`src/rtl/load_store_unit.sv`:
```
// load_store_unit: memory-side executor for loads and stores.
// Aligns store data/strobes to the address, runs a req/gnt/rvalid handshake
// with the data bus, extends load data and stalls the core until done.
// Misaligned or malformed accesses are rejected with a one-cycle access_err.
//
// Ports:
//   clk, reset_n            clock, synchronous active-low reset
//   MemRead, MemWrite       load/store request from the decoder
//   byte_enable, funct3     access size (0001/0011/1111), funct3[2]=unsigned load
//   addr, wdata             effective address, right-justified store data
//   stall                   holds the core while an access is in progress
//   load_data, load_valid   extended load result, valid in the DONE cycle
//   access_err              one-cycle pulse after a rejected access
//   mem_req/we/addr/be/wdata  bus request fields (zero when mem_req=0)
//   mem_gnt, mem_rvalid, mem_rdata  bus grant and read response
module load_store_unit #(
    parameter int unsigned bitwidth = 32
) (
    input  logic                clk,
    input  logic                reset_n,
    input  logic                MemRead,
    input  logic                MemWrite,
    input  logic [3:0]          byte_enable,
    input  logic [2:0]          funct3,
    input  logic [bitwidth-1:0] addr,
    input  logic [bitwidth-1:0] wdata,
    output logic                stall,
    output logic [bitwidth-1:0] load_data,
    output logic                load_valid,
    output logic                access_err,
    output logic                mem_req,
    output logic                mem_we,
    output logic [bitwidth-1:0] mem_addr,
    output logic [3:0]          mem_be,
    output logic [bitwidth-1:0] mem_wdata,
    input  logic                mem_gnt,
    input  logic                mem_rvalid,
    input  logic [bitwidth-1:0] mem_rdata
);

    typedef enum logic [1:0] {StIdle, StReq, StWaitR, StDone} state_e;

    state_e              state_q, state_d;
    logic                we_q;
    logic [bitwidth-1:0] addr_q;
    logic [3:0]          be_q;
    logic [bitwidth-1:0] wdata_q;
    logic [1:0]          off_q;
    logic [3:0]          size_q;
    logic                uns_q;
    logic [bitwidth-1:0] load_data_q;
    logic                err_q;

    logic                access;
    logic                size_ok;
    logic                legal;
    logic                reject;
    logic [1:0]          off;
    logic [bitwidth-1:0] sh;
    logic [bitwidth-1:0] ext_data;
    logic                in_req;

    // Only funct3[2] matters here.
    logic unused_funct3;
    assign unused_funct3 = ^funct3[1:0];

    assign off = addr[1:0];

    always_comb begin
        access  = MemRead | MemWrite;
        size_ok = 1'b0;
        unique case (byte_enable)
            4'b0001: size_ok = 1'b1;
            4'b0011: size_ok = ~off[0];
            4'b1111: size_ok = (off == 2'b00);
            default: size_ok = 1'b0;
        endcase
        legal  = access && !(MemRead && MemWrite) && size_ok;
        reject = access && !legal;
    end

    always_comb begin
        state_d = state_q;
        unique case (state_q)
            StIdle:  if (legal) state_d = StReq;
            StReq:   if (mem_gnt) state_d = we_q ? StDone : StWaitR;
            StWaitR: if (mem_rvalid) state_d = StDone;
            StDone:  state_d = StIdle;
            default: state_d = StIdle;
        endcase
    end

    // Load extraction from the captured lane offset and size.
    always_comb begin
        sh       = mem_rdata >> {off_q, 3'b000};
        ext_data = sh;
        unique case (size_q)
            4'b0001: ext_data = uns_q ? {{(bitwidth-8){1'b0}}, sh[7:0]}
                                      : {{(bitwidth-8){sh[7]}}, sh[7:0]};
            4'b0011: ext_data = uns_q ? {{(bitwidth-16){1'b0}}, sh[15:0]}
                                      : {{(bitwidth-16){sh[15]}}, sh[15:0]};
            default: ext_data = sh;
        endcase
    end

    always_ff @(posedge clk) begin
        if (!reset_n) begin
            state_q     <= StIdle;
            we_q        <= 1'b0;
            addr_q      <= '0;
            be_q        <= 4'b0000;
            wdata_q     <= '0;
            off_q       <= 2'b00;
            size_q      <= 4'b0000;
            uns_q       <= 1'b0;
            load_data_q <= '0;
            err_q       <= 1'b0;
        end else begin
            state_q <= state_d;
            err_q   <= (state_q == StIdle) && reject;
            if (state_q == StIdle && legal) begin
                we_q    <= MemWrite;
                addr_q  <= {addr[bitwidth-1:2], 2'b00};
                be_q    <= byte_enable << off;
                wdata_q <= wdata << {off, 3'b000};
                off_q   <= off;
                size_q  <= byte_enable;
                uns_q   <= funct3[2];
            end
            if (state_q == StWaitR && mem_rvalid) begin
                load_data_q <= ext_data;
            end
        end
    end

    assign in_req     = (state_q == StReq);
    assign mem_req    = in_req;
    assign mem_we     = in_req & we_q;
    assign mem_addr   = in_req ? addr_q : '0;
    assign mem_be     = in_req ? be_q : 4'b0000;
    assign mem_wdata  = in_req ? wdata_q : '0;

    // Combinational stall in IDLE so the core holds from the request cycle on.
    assign stall = reset_n && (((state_q == StIdle) && legal) ||
                               (state_q == StReq) || (state_q == StWaitR));

    assign load_valid = (state_q == StDone) && !we_q;
    assign load_data  = load_data_q;
    assign access_err = err_q;

endmodule

```
`config.mk`:
```
export PLATFORM = sky130hd
export DESIGN_NAME = load_store_unit
export DESIGN_NICKNAME = d
export VERILOG_FILES = /design/src/rtl/load_store_unit.sv
export SDC_FILE = /design/constraint.sdc
export NUM_CORES = 1
export LEC_CHECK = 0
export ABC_AREA = 1
export CORE_MARGIN = 2
export CORE_UTILIZATION = 30
export DETAILED_ROUTE_END_ITERATION = 10
export SLEW_MARGIN = 40
export SYNTH_ARGS = -nofsm -noshare
export SYNTH_HDL_FRONTEND = slang
export SYNTH_SLANG_ARGS = --single-unit
export TNS_END_PERCENT = 50
```
`constraint.sdc`:
```
create_clock -name clk -period 1.51 [get_ports clk]
set_input_delay 0.2265 -clock clk [delete_from_list [all_inputs] [get_ports clk]]
set_output_delay 0.2265 -clock clk [all_outputs]
set_load 0.03 [all_outputs]
```
==> results of run 1 <==
## Yosys cell counts
cell and count:
buf_6 7, nand2_2 3, o221ai_1 1, inv_2 3
o21bai_1 5, o21ai_0 46, nor2_2 2, a21oi_4 1
buf_2 16, o21a_1 1, buf_1 5, nand4_1 10
o22ai_1 9, nand2_1 287, conb_1 1, or2_2 11
nand3_1 23, dfxtp_1 109, inv_1 134, ha_1 5
a31oi_1 1, o211ai_1 15, o21ai_4 1, o21ai_1 5
buf_4 2, a21oi_1 107, mux2i_1 5, nor3_1 8
nor2_1 90, clkbuf_1 37
## stage by stage
stage,hold slack (ps),cell area (µm²),TNS [ps],util,worst slack [ps]
detailed placement,453,8560,-45050,0.441,-639
floorplan,369,6020,-247,-,-114
CTS,244,9210,-17750,0.475,-310
finish,161,9440,-16360,0.487,-281
global placement,449,8560,-45550,0.441,-643
global route,171,9440,-21930,0.487,-334
## layer usage
layer	share of wire	wire, µm	track usage	vias to the layer above
li1	-	-	-	3443
met1	0.46	9660	0.257	2953
met2	0.46	9670	0.303	188
met3	0.053	1110	0.0268	21
met4	0.018	372	0.0644	0
met5	0	0	0	-
## worst min-delay path by stage
| stage | cells past startpoint | end | slack (ps) |
|---|---|---|---|
| after global routing | 3 | we_q | 170 |
| after CTS | 3 | we_q | 240 |
| after global placement | 2 | addr_q[10] | 450 |
| final | 3 | we_q | 160 |
| after detailed placement | 2 | addr_q[21] | 450 |
| after floorplan | 2 | addr_q[10] | 370 |
## critical path, stage by stage, from the launching register on
cell     delay [ps]
dfxtp_2         330
inv_2            40
buf_6           100
ha_4            150
buf_12          140
buf_12          160
nand2_1          90
inv_2            40
buf_4           150
## state kept, by name, summed over array words and instances, names as in the netlist
name,flops
access_err,1
addr_q,30
load_data,32
off_q,2
state_q,2
be_q,4
size_q,4
wdata_q,32
we_q,1
uns_q,1
## area by class of cell
type	count	area share
multi-input combinational	638	0.330
timing repair buffer	298	0.318
tap	265	0.0351
clock inverter	5	0.00371
sequential	109	0.232
inverter	137	0.0560
clock buffer	10	0.0253
## report_power, final
group	internal [µW]	total [µW]	switching, µW
registers	3180	3360	177
clock network	1160	2290	1130
logic	1480	3400	1920
total	5830	9050	3230
## cells by family after synthesis
logic type,Yosys count
AO/OA/AOI/OAI,192
other,1
AND/OR/NAND/NOR,434
adder cells (fa/ha/maj),5
multiplexers,5
flip-flops,109
buffers and inverters,204
## timing repair
action	CTS	global route
gates resized for setup	134	40
pin swaps	10	7
buffers inserted	9	4
gates cloned	2	5
endpoints found under the setup margin	178	145
==> impl_metrics.yaml, run 1 <==
yosys:
  ys_seq_area_frac: 0.368
  syn_area_um2: 5930
  synth_cells: 950
  synth-xor-area-share: 0
  synthSimpleGateAreaFrac: 0.292
  synth.area.top_cells: "dfxtp_1, nand2_1, a21oi_1"
  synth_top_family_by_area: "simple AND/OR/NAND/NOR gates"
  ys_ff_latch: 109
  synthDominantCellAreaShare: 0.368
  synthMuxAreaShare: 0.00844
  synth_cell_types: 30
  synth_top_cell_by_area: "dfxtp_1"
  synthAdderAreaFrac: 0.0106
  avgSynthCellArea_um2: 6.24
  yosys_warnings: 0
  synth_compound_area_frac: 0.177
worst_setup_path:
  regToRegSetupSlack_ps: 0
  end_kind: "output port"
  reg2regPathDepth: 7
  crit_end: "mem_wdata[27]"
  worstReg2RegEnd: "load_data[22]"
  cp_max_fo: 24
  cp.arrival_ps: 1560
  cp.required_ps: 1280
  crit_path_start_kind: "flip-flop"
  reg2reg_from: "off_q[0]"
  path_class: "reg2out"
  critPathLaunch: "state_q[1]"
run_status:
  violations: "setup timing"
  status: "finished with violations"
global_routing:
  grt_max_degree: 45
  grt_usage: 0.188
  grt_pass1_vias: 5814
  antenna_found_initial: 0
  grt_pass1_wl_mm: 30.7
  grt_overflow: 0
sta:
  rsz0062_at_grt: "yes"
  fin_skew_ps: 6.59
  setup_viol: 70
  hold_violations: 0
  period_minus_slack_ps: 1790
  fmax_ghz: 0.558
  worst_slack_ps: -281
  report.final.slew_viol_count: 0
  fin_crit_sh: 1.19
place:
  place_hpwl_mm: 14.5
  place_inst: 1427
  numPortBuffers: 209
  place_congestion: 0.873
pwr:
  p_leak_uw: 0.00471
  total_power_uw: 9050
  p_per_area_nw_per_um2: 959
  vdd_drop_max_v: 0.000694
die:
  die_w_um: 145
  coreArea_um2: 19400
  start_util: 0.306
  row_count: 51
  dieArea_um2: 20900
  dieHeight_um: 145
  ios: 214
detailed_routing:
  drc: 0
  avgRoutedWirePerCell_um: 14.2
  first_iter_violations: 341
  vias: 6605
  viasPerCell: 4.52
  first_pass_iters: 5
  ant_nets: 0
  drt-total-wl_mm: 20.8
clocking:
  root_buffer: "clkbuf_16"
  path_clk_slew_ps: 70
  cts_tree: "built"
  clock_path_buffers: 2
  clk_latency_ps: 350
  clock-sinks: 109
  cts_max_level: 3
  cts_hold_buffers: 0
  numCtsBuffers: 9
layout:
  fillerInstances: 2012
  multiInputGateArea_um2: 3120
  final_common_cell: "nand2_1"
  final_cells: 1462
  drive_above_1_share: 0.241
  area_growth_pct: 59.3
  n_antenna_cell: 0
  final_nets: 1307
  final_cell_mix: "nand2_1, a21oi_1, dfxtp_1, clkdlybuf4s50_1, inv_1"
  regArea_um2: 2190
min_path:
  worstHoldPathType: "in2reg"
  min_from: "MemWrite"
flow_run:
  drv_cap: 0
(Power assumes the default switching activity.)
==> inputs of run 2 (changes only) <==
Settings changed: GPL_TIMING_DRIVEN set to 0.
==> run 2 against run 1 <==
The run still ends with setup timing left. Die area unchanged. Final cell count rose by 1.2%. Hold slack about the same. Clock skew up 1.7 ps. First-iteration DRC count increased by 22%. Via count rose by 3.6%. Design area grew 4.3%. Largest cell class unchanged. Largest power group unchanged.
==> impl_metrics.yaml, run 2 (synthesis gave the netlist of run 1 again) <==
sta:
  period_minus_slack_ps: 1840
  setup_tns_ps: -21630
  maxSlewHeadroom: 0.651
  fmax_ghz: 0.542
  worst_slack_ps: -334
  tightest_slew_ps: 523
  rsz0062_at_grt: "yes"
  setup_viol: 121
  worst_hold_slack_ps: 161
  fin_crit_sh: 1.22
  fin_skew_ps: 8.24
  hold_violations: 0
  report.final.slew_viol_count: 0
die:
  start_util: 0.306
  die_w_um: 145
  dieHeight_um: 145
  ios: 214
  row_count: 51
  dieArea_um2: 20900
  coreArea_um2: 19400
layout:
  final_common_cell: "nand2_1"
  final_cell_mix: "nand2_1, dfxtp_1, a21oi_1, clkdlybuf4s50_1, buf_6"
  final_nets: 1323
  regArea_um2: 2190
  area_growth_pct: 66.2
  fillerInstances: 1990
  multiInputGateArea_um2: 3320
  drive_above_1_share: 0.287
detailed_routing:
  drt-total-wl_mm: 22.8
  viasPerCell: 4.63
  avgRoutedWirePerCell_um: 15.4
  ant_nets: 0
  first_iter_violations: 417
  drc: 0
  vias: 6846
  first_pass_iters: 5
clocking:
  cts_hold_buffers: 0
  cts_max_level: 3
  numCtsBuffers: 9
  path_clk_slew_ps: 80
  clock_path_buffers: 2
  clock-sinks: 109
  clk_latency_ps: 360
  root_buffer: "clkbuf_16"
  cts_tree: "built"
run_status:
  status: "finished with violations"
  violations: "setup timing"
global_routing:
  grt_pass1_wl_mm: 33.1
  grt_max_degree: 18
  grt_overflow: 0
  antenna_found_initial: 1
  grt_pass1_vias: 6151
  grt_usage: 0.205
place:
  place_congestion: 0.939
  place_hpwl_mm: 16.5
  numPortBuffers: 208
worst_setup_path:
  worstReg2RegEnd: "load_data[29]"
  crit_path_start_kind: "flip-flop"
  cp.arrival_ps: 1620
  reg2regPathDepth: 10
  end_kind: "output port"
  path_class: "reg2out"
  regToRegSetupSlack_ps: -70
  crit_end: "stall"
  reg2reg_from: "state_q[0]"
  cp_max_fo: 5
  cp.required_ps: 1280
  critPathLaunch: "state_q[0]"
pwr:
  p_leak_uw: 0.00498
  p_per_area_nw_per_um2: 1030
  vdd_drop_max_v: 0.000561
min_path:
  min_from: "MemWrite"
  worstHoldPathType: "in2reg"
flow_run:
  drv_cap: 0
[run 2: cell types whose count changed in the layout (fill, tap and decap cells not counted), sizes merged]
cell / previous run / this run
clkinv: 2 / 0
dlygate4sd2: 39 / 37
clkinvlp: 1 / 0
clkdlybuf4s15: 0 / 1
buf: 157 / 143
clkbuf: 14 / 47
diode: 0 / 1
bufinv: 0 / 2
[run 2: how the worst min path moves through the flow]
stage / end / slack (ps) / cells past startpoint
6_report: we_q / 160 / 3
5_1_grt: we_q / 180 / 3
4_1_cts: we_q / 160 / 3
3_5_place_dp: wdata_q[4] / 450 / 2
3_3_place_gp: wdata_q[3] / 450 / 2
2_1_floorplan: addr_q[10] / 370 / 2
[run 2: power breakdown]
| part | switching (µW) | total (µW) | leakage [µW] | internal [µW] |
|---|---|---|---|---|
| Clock | 1140 | 2700 | 0.000164 | 1560 |
| Combinational | 2190 | 4000 | 0.00393 | 1800 |
| Sequential | 229 | 3420 | 0.000886 | 3190 |
| Total | 3560 | 10100 | 0.00498 | 6560 |
[run 2: layout make-up]
class | count | share of cell area
Multi-Input combinational cell | 638 | 0.337
Timing Repair Buffer | 247 | 0.258
Sequential cell | 109 | 0.222
Buffer | 67 | 0.0594
Inverter | 137 | 0.0550
Tap cell | 265 | 0.0337
Clock buffer | 12 | 0.0260
Clock inverter | 4 | 0.00787
Antenna cell | 1 | 0.000254
[run 2: per-stage QoR]
| stage | cells | total power, µW | setup WS [ps] | util | instance area (µm²) |
|---|---|---|---|---|---|
| final | 1480 | 10100 | -334 | 0.508 | 9850 |
| after detailed placement | 1424 | 6380 | -1440 | 0.435 | 8430 |
| after global placement | 1424 | 6390 | -1470 | 0.435 | 8430 |
| after floorplan | 951 | 5150 | -114 | - | 6020 |
| after CTS | 1460 | 9590 | -375 | 0.481 | 9320 |
| after global routing | 1480 | 10600 | -383 | 0.508 | 9850 |
[run 2: routing by layer]
metal | global-route usage | up-vias | share of wire | routed length, µm
met5 | 0 | - | 0 | 0
met4 | 0.0583 | 0 | 0.013 | 291
met3 | 0.0295 | 24 | 0.063 | 1430
met2 | 0.335 | 247 | 0.48 | 10900
met1 | 0.282 | 3090 | 0.45 | 10200
li1 | - | 3485 | - | -
[run 2: timing repair]
item	in CTS	in global routing
gates resized for setup	643	151
endpoints found under the setup margin	212	165
buffers inserted	15	16
pin swaps	20	29
gates cloned	5	4
[run 2: worst max-delay path, cell delays in order, from the launching register on]
cell and delay (ps):
dfxtp_4 380, inv_4 80, ha_4 150, nand3_4 80, buf_6 130, buf_8 120, a31oi_4 170, buf_6 150
==> inputs of run 3 (changes only) <==
Settings changed: ABC_AREA 1 to unset, DONT_BUFFER_PORTS set to 1, SETUP_SLACK_MARGIN set to 0.02.
==> run 3 against run 2 <==
The run still ends with setup timing left. Wire length fell by 20%. Global-route usage is 2.7 points lower. Combinational power down 55%. Setup slack lost 28 ps. Utilization down 13 points. Sequential power down 5%. Die area down 2.2%. Sequential cell count is the same. Hold slack worse by 150 ps. Clock power is 13% lower. Largest power group is now sequential cells. Highest routed layer is now met5. Register-to-register slack got worse by 170 ps. Non-clock buffer count decreased by 231.
==> impl_metrics.yaml, run 3 <==
sta:
  tightest_slew_ps: 718
  fin_crit_sh: 1.24
  fin_skew_ps: 9.11
  period_minus_slack_ps: 1870
  fmax_ghz: 0.534
  maxSlewHeadroom: 0.522
  setup_viol: 89
  setup_tns_ps: -20140
  report.final.slew_viol_count: 0
  rsz0062_at_grt: "yes"
  hold_violations: 0
  worst_slack_ps: -362
detailed_routing:
  avgRoutedWirePerCell_um: 18.5
  viasPerCell: 4.93
  vias: 4882
  drc: 0
  drt-total-wl_mm: 18.3
  first_iter_violations: 129
  first_pass_iters: 5
  ant_nets: 0
worst_setup_path:
  end_kind: "output port"
  cp.arrival_ps: 1650
  path_class: "reg2out"
  regToRegSetupSlack_ps: -240
  worstReg2RegEnd: "load_data[25]"
  reg2regPathDepth: 5
  cp.required_ps: 1280
  reg2reg_from: "off_q[1]"
  crit_path_start_kind: "flip-flop"
  cp_max_fo: 4
clocking:
  cts_max_level: 3
  path_clk_slew_ps: 70
  clock-sinks: 109
  root_buffer: "clkbuf_16"
  numCtsBuffers: 9
  clk_latency_ps: 350
  cts_tree: "built"
  clock_path_buffers: 2
yosys:
  synth-edff-count: 0
  post-synth-top-count-cell: "nand2_1"
  syn_area_um2: 5790
  synth_cells: 685
  yosys_warnings: 0
  ys_seq_area_frac: 0.377
  synth.area.top_cells: "dfxtp_1, mux2i_1, nand2_1"
  synthDominantCellAreaShare: 0.377
  ys_ff_latch: 109
  synth_top_cell_by_area: "dfxtp_1"
  avgSynthCellArea_um2: 8.46
  async_reset_ff_frac: 0
  synth_cell_types: 41
  synth_commonest_cells: "nand2_1, dfxtp_1, mux2i_1, and2_1, clkbuf_1"
  yosys_most_used_dff: "dfxtp_1"
die:
  coreArea_um2: 18800
  ios: 214
  start_util: 0.308
  dieHeight_um: 143
  row_count: 50
  die_w_um: 143
  dieArea_um2: 20400
global_routing:
  grt_overflow: 0
  grt_pass1_vias: 4840
  grt_pass1_wl_mm: 27.7
  grt_usage: 0.178
  antenna_found_initial: 1
  grt_max_degree: 18
flow_run:
  drv_cap: 0
place:
  place_inst: 946
  place_congestion: 0.868
  place_hpwl_mm: 13.9
  numPortBuffers: 0
layout:
  final_cell_mix: "nand2_1, dfxtp_1, mux2i_1, and2_4, o21ai_0"
  final_nets: 839
  final_common_cell: "nand2_1"
  area_growth_pct: 24.1
  final_cells: 990
  n_antenna_cell: 0
  fillerInstances: 1940
  multiInputGateArea_um2: 3660
  drive_above_1_share: 0.271
  regArea_um2: 2190
  final_core_util: 0.382
run_status:
  status: "finished with violations"
  violations: "setup timing"
pwr:
  p_leak_uw: 0.00289
  total_power_uw: 7410
  p_per_area_nw_per_um2: 1030
  vdd_drop_max_v: 0.000509
min_path:
  worstHoldPathType: "in2reg"
  hold_path_depth: 2
  min_from: "addr[6]"
  min_to: "addr_q[6]"
[run 3: cell types whose count changed in the layout (fill, tap and decap cells not counted), moves of 26 or more]
cell and delta:
clkdlybuf4s50_1 -98, a21oi_1 -95, buf_6 -90, mux2i_1 +86
nor2_1 -80, inv_2 -67, and2_4 +58, inv_1 -57
nand2_1 -40, dlygate4sd2_1 -37, nand2_2 -36, nand2_4 -26
[run 3: through the flow]
stage / hold slack [ps] / instance area, µm² / setup WS, ps
final: 14.4 / 7190 / -362
after global routing: 2.59 / 7190 / -405
after CTS: 0.177 / 7040 / -398
after detailed placement: 378 / 6240 / -583
after global placement: 371 / 6230 / -569
after floorplan: 361 / 5910 / -207
[run 3: kinds of logic after synthesis]
kind of cell / after synthesis / synth area share
AND/OR/NAND/NOR: 279 / 0.219
multiplexers: 122 / 0.218
flip-flops: 109 / 0.377
AO/OA/AOI/OAI: 105 / 0.128
buffers and inverters: 64 / 0.0462
adder cells (fa/ha/maj): 5 / 0.0108
other: 1 / 0.000647
[run 3: layout make-up]
class | instances | share of cell area
multi-input combinational | 513 | 0.510
tap | 260 | 0.0452
inverter | 9 | 0.00540
sequential | 109 | 0.305
buffer | 55 | 0.0574
timing repair buffer | 28 | 0.0376
clock inverter | 5 | 0.00487
clock buffer | 11 | 0.0352
[run 3: how the worst max path moves through the flow]
stage | slack (ps) | startpoint | to | cells past startpoint
6_report | -360 | state_q[0] | stall | 5
5_1_grt | -410 | state_q[0] | stall | 5
3_5_place_dp | -580 | state_q[0] | load_data[19] | 7
3_3_place_gp | -570 | state_q[0] | load_data[20] | 7
4_1_cts | -400 | state_q[1] | stall | 4
2_1_floorplan | -210 | off_q[1] | load_data[18] | 5
[run 3: metal layers]
metal	global-route usage	vias up	share of wire
met4	0.0688	2	0.029
met3	0.0708	35	0.086
met1	0.215	2292	0.42
met2	0.284	174	0.46
li1	-	2379	-
met5	0	-	0.00071
[run 3: timing repair]
item / CTS / global route
buffers inserted: 8 / 5
cloned: 1 / 1
resized for setup: 145 / 54
setup endpoints to repair: 177 / 154
endpoints found under the hold margin: 12 / 1
hold buffers: 12 / 1
pin swaps: 25 / 4
[run 3: critical path: stages (launching register included)]
cell	delay, ps
dfxtp_4	390
inv_4	50
ha_4	150
a21boi_4	140
buf_8	130
o31a_1	430
[run 3: power breakdown]
part	leakage [µW]	internal [µW]	switching, µW
clock network	0.000141	1210	1130
registers	0.000882	3020	237
logic	0.00187	801	1020
total	0.00289	5030	2380
